`src/rtl/interrupt_controller.sv`:
```
// interrupt_controller
//
// Interrupt source for the fetch stage. Arbitrates level-sensitive requests
// (lowest enabled index wins), runs a two-cycle redirect handshake toward
// fetch, captures the return PC and cause, and blocks further interrupts
// until the handler returns with mret.
//
// Ports
//   clk_in                       clock, all state on rising edge
//   rst_n_in                     asynchronous active-low reset
//   irq_in[NUM_IRQ]              level requests, bit i = source i
//   irq_enable_in[NUM_IRQ]       per-source mask, 1 = enabled
//   global_enable_in             master enable, sampled only in IDLE
//   pc_in[64]                    byte PC currently presented by fetch
//   mret_signal_in               one-cycle handler-return pulse
//   interrupt_pc_out[64]         vector byte address to fetch
//   interrupt_signal_out         redirect request pulse (REQ cycle)
//   interrupt_pending_signal_out suppresses branch redirects (REQ + ACK)
//   irq_ack_out[NUM_IRQ]         one-hot claim pulse for the taken source (ACK)
//   cause_out[5]                 index of the taken source
//   epc_out[64]                  captured return PC
//   in_service_out               handler active, no new interrupts accepted
//   fsm_state_out[2]             debug view of the controller state
//
// Handshake: there is no backpressure. interrupt_signal_out is a one-cycle
// "valid" toward fetch; fetch is always ready and loads interrupt_pc_out at
// the closing edge of the following ACK cycle. interrupt_pending_signal_out
// brackets both cycles so fetch ignores its own redirects meanwhile.

module interrupt_controller #(
    parameter int          NUM_IRQ       = 8,
    parameter logic [63:0] VECTOR_BASE   = 64'h0000_0000_0000_0100,
    parameter int          VECTOR_STRIDE = 4
) (
    input  logic               clk_in,
    input  logic               rst_n_in,
    input  logic [NUM_IRQ-1:0] irq_in,
    input  logic [NUM_IRQ-1:0] irq_enable_in,
    input  logic               global_enable_in,
    input  logic [63:0]        pc_in,
    input  logic               mret_signal_in,
    output logic [63:0]        interrupt_pc_out,
    output logic               interrupt_signal_out,
    output logic               interrupt_pending_signal_out,
    output logic [NUM_IRQ-1:0] irq_ack_out,
    output logic [4:0]         cause_out,
    output logic [63:0]        epc_out,
    output logic               in_service_out,
    output logic [1:0]         fsm_state_out
);

    localparam logic [1:0] ST_IDLE    = 2'd0;
    localparam logic [1:0] ST_REQ     = 2'd1;
    localparam logic [1:0] ST_ACK     = 2'd2;
    localparam logic [1:0] ST_SERVICE = 2'd3;

    logic [1:0]         state;
    logic [NUM_IRQ-1:0] active;
    logic [4:0]         take_id;
    logic [63:0]        vector_addr;

    assign active = irq_in & irq_enable_in;

    // Lowest set index wins: scan downward so the last hit is the smallest.
    always_comb begin
        take_id = '0;
        for (int i = NUM_IRQ - 1; i >= 0; i--) begin
            if (active[i]) begin
                take_id = 5'(i);
            end
        end
    end

    // Unsigned 64-bit arithmetic; overflow wraps modulo 2^64 by design.
    assign vector_addr = VECTOR_BASE + (64'(take_id) * 64'(VECTOR_STRIDE));

    always_ff @(posedge clk_in or negedge rst_n_in) begin
        if (!rst_n_in) begin
            state            <= ST_IDLE;
            cause_out        <= '0;
            interrupt_pc_out <= '0;
            epc_out          <= '0;
        end else begin
            case (state)
                ST_IDLE: begin
                    if (global_enable_in && (active != '0)) begin
                        state            <= ST_REQ;
                        cause_out        <= take_id;
                        interrupt_pc_out <= vector_addr;
                    end
                end
                ST_REQ: begin
                    // The PC fetch shows while the redirect is requested is
                    // the instruction the handler must return to.
                    epc_out <= pc_in;
                    state   <= ST_ACK;
                end
                ST_ACK: begin
                    state <= ST_SERVICE;
                end
                ST_SERVICE: begin
                    if (mret_signal_in) begin
                        state <= ST_IDLE;
                    end
                end
                default: begin
                    state <= ST_IDLE;
                end
            endcase
        end
    end

    // Strobes are pure decodes of the state register, so no input reaches an
    // output combinationally and they clear the instant reset asserts.
    assign interrupt_signal_out         = (state == ST_REQ);
    assign interrupt_pending_signal_out = (state == ST_REQ) || (state == ST_ACK);
    assign in_service_out               = (state == ST_SERVICE);
    assign irq_ack_out                  = (state == ST_ACK) ? (NUM_IRQ'(1) << cause_out)
                                                            : '0;
    assign fsm_state_out                = state;

endmodule

```
`config.mk`:
```
export PLATFORM = sky130hd
export DESIGN_NAME = interrupt_controller
export DESIGN_NICKNAME = d
export VERILOG_FILES = /design/src/rtl/interrupt_controller.sv
export SDC_FILE = /design/constraint.sdc
export NUM_CORES = 1
export LEC_CHECK = 0
export CORE_MARGIN = 1
export CORE_UTILIZATION = 32
export CTS_CLUSTER_DIAMETER = 120
export DETAILED_ROUTE_END_ITERATION = 6
export PLACE_DENSITY = 0.87
export SYNTH_ARGS = -nofsm -noshare
export SYNTH_HDL_FRONTEND = slang
export SYNTH_SLANG_ARGS = --single-unit
```
`constraint.sdc`:
```
create_clock -name clk_in -period 1.4 [get_ports clk_in]
set_input_delay 0.42 -clock clk_in [delete_from_list [all_inputs] [get_ports clk_in]]
set_output_delay 0.42 -clock clk_in [all_outputs]
set_load 0.02 [all_outputs]
```
==> impl_metrics.csv <==
group,metric,value,unit
status,status,"finished, violations left",
status,violations,"negative setup slack",
floorplanning,initial_utilization,33.52,%
finish,fillers,772,
clock_network,htreeDepth,3,
routing,wl,10480,um
routing,vias,2676,
finish,multi_input_area,0.001690,mm2
placed_design,gp_congestion,0.8821,
routing,wl_per_cell,17.13,um
worst_setup_path,crit_family,"flip-flops",
floorplanning,die_x,103.9,um
pwr,p_seq_share,25.3,%
clock_network,cts_made_buffers,9,
global_route,antenna_found_initial,0,
worst_setup_path,r2r_slack,-380,ps
global_route,gr-total-overflow,0,
clock_network,cts.sinks,70,
global_route,grt_pass1_vias,2860,
logic_synthesis,synth_most_common_cell,"dfrtp_1",
sta,whs,93.77,ps
clock_network,clkSlewWorstSetupHoldPaths,90,ps
sta,finalWorstSetupSlack,-435.2,ps
global_route,grt_max_degree,71,
sta,rsz0062_at_grt,"true",
sta,max_freq,544.9,MHz
worst_setup_path,max_stage_delay,420,ps
worst_setup_path,cp_max_fo,4,
sta,setup_tns,-23570,ps
logic_synthesis,ys_ff_latch,70,
logic_synthesis,ys_types,24,
worst_setup_path,crit_path_end_kind,"primary output",
finish,syn_to_final_growth,76.95,%
logic_synthesis,synth_area,0.003322,mm2
routing,route.detailed.drc,0,
sta,finClkSkew,18.53,ps
pwr,vdd_drop_max,1.015,mV
clock_network,cts_hold_buf,0,
finish,regArea,0.001758,mm2
worst_setup_path,arrival,1420,ps
pwr,switching_power,5.609,mW
placed_design,io_buffers,167,
logic_synthesis,ys_top_cells_by_area,"dfrtp_1 (53%), mux2_2 (22%), buf_4 (15%)",
sta,setup_viol,87,
finish,diodes,0,
routing,drt-initial-drc-count,64,
worst_setup_path,cp_slowest_cell,"dfrtp_2",
logic_synthesis,yosysTopAreaCellShare,52.73,%
finish,fin_nets,562,
run,cap_violations,0,
worst_setup_path,worstPathRequired,980,ps
logic_synthesis,yosys_warnings,0,
sta,finalCriticalPeriod,1835,ps
logic_synthesis,avgSynthCellArea,12.98,um2
logic_synthesis,async_flop_share,100.0,%
routing,final_antenna_net_count,0,
routing,drt-pass1-iter-count,4,
floorplanning,core,0.009910,mm2
clock_network,cts_buffer_depth,2,
pwr,power.share.clock,12.5,%
logic_synthesis,ys_top_cells_by_count,"dfrtp_1 (70), buf_4 (65), mux2_2 (65)",
clock_network,cts_tree,"done",
placed_design,dp.final_hpwl,6496,um
pwr,p_per_area,2504,mW/mm2
sta,timing.final.hold_violations,0,
floorplanning,rows,36,
min_path,hold_path_class,"in -> async",
worst_setup_path,critPathLaunchType,"register",
sta,fin_crit_sh,131.1,%
logic_synthesis,syn_inst,256,
floorplanning,fp.dieH,103.9,um
pwr,sw_frac_of_total,38.10,%
global_route,grt_pass1_wl,16110,um
clock_network,insertion_delay,340,ps
worst_setup_path,critPathKind,"reg -> out",
logic_synthesis,ys_seq_area_share,52.73,%
worst_setup_path,worst-path-buf-inv,2,
pwr,combPwrFrac,62.2,%
floorplanning,die_area,0.01079,mm2
routing,viasPerCell,4.373,
sta,slew_violations,0,
logic_synthesis,synth_edf_count,0,
logic_synthesis,synth_area_leader_cell,"dfrtp_1",
pwr,internal_power,9.112,mW
clock_network,root_buffer,"clkbuf_8",
worst_setup_path,crit_chain,"inv_2 > ha_4 > nand2_4 > nor3_4 > buf_6",
floorplanning,ios,230,
global_route,grtUsageTotal,19.46,%
logic_synthesis,synthFlopType,"dfrtp_1",
finish,drive_gt1_share,51.57,%
pwr,p_leak,2.845,nW
[cell usage in the layout (no fill, tap or decap), types with 9 or more instances in the layout]
master and n:
dfrtp_1 65, buf_6 26, buf_2 66, conb_1 62, mux2_4 66, buf_4 24, dlygate4sd2_1 15, clkdlybuf4s50_1 66
clkbuf_8 9
[state kept, by name, summed over array words and instances (netlist names)]
| signal | flops |
|---|---|
| fsm_state_out | 2 |
| epc_out | 64 |
| interrupt_pc_out | 2 |
| cause_out | 2 |
[final cells by class]
| class | instances | area share (%) |
|---|---|---|
| clock buffer | 10 | 2.171 |
| tap | 133 | 2.831 |
| multi-input combinational | 173 | 28.76 |
| inverter | 2 | 0.1277 |
| clock inverter | 6 | 1.618 |
| timing repair buffer | 218 | 34.59 |
| sequential | 70 | 29.91 |
[power groups by stage]
stage                     Combinational [mW]  Clock (mW)  Sequential (mW)
after global routing                    9.57        1.99             3.85
after CTS                               9.27        1.90             3.71
after global placement                  7.99           0             3.67
final                                   9.15        1.84             3.73
after detailed placement                8.11           0             3.76
after floorplan                         3.91           0             5.03
[metrics by stage]
stage / total power [mW] / cells / util, % / setup slack [ps] / area [um2]
finish: 14.72 / 612 / 59.32 / -435.2 / 5878
global route: 15.41 / 612 / 59.32 / -477.5 / 5878
CTS: 14.87 / 610 / 59.46 / -449.7 / 5892
detailed placement: 11.87 / 568 / 54.52 / -648.0 / 5403
global placement: 11.66 / 568 / 54.52 / -613.9 / 5403
floorplan: 8.941 / 317 / - / -134.9 / 4005
[what timing repair did]
item	4_1_cts	5_1_grt
setup buffers	16	8
setup endpoints to repair	154	93
pin swaps	9	3
gates resized for setup	423	25
gates cloned	10	0
[metal layers]
layer  up-vias  part of all wire [%]  GRT usage [%]
met5         -                     0              0
met4         0                   2.4          8.163
met3        20                   6.6          4.323
met2       153                    54          35.67
met1      1316                    37          21.59
li1       1187                     -              -
[cells by family after synthesis]
group	after synthesis	synth area share, %
mux	66	22.49
compound gates	16	3.880
simple gates	25	3.353
other cells	1	0.1129
fa+ha+maj	4	1.507
buf+inv	74	15.93
flops	70	52.73
[path summary, 6_finish.rpt]
kind                                      from                  end  depth (start not counted)
max                           fsm_state_out[0]       irq_ack_out[2]                          5
min                                   rst_n_in          epc_out[43]                          2
max reg2reg                   fsm_state_out[0]          epc_out[54]                          8
min reg2reg                interrupt_pc_out[8]  interrupt_pc_out[8]                          1
max in group asynchronous             rst_n_in     fsm_state_out[0]                          2
min in group clk_in        interrupt_pc_out[8]  interrupt_pc_out[8]                          1
(Power assumes the default switching activity.)
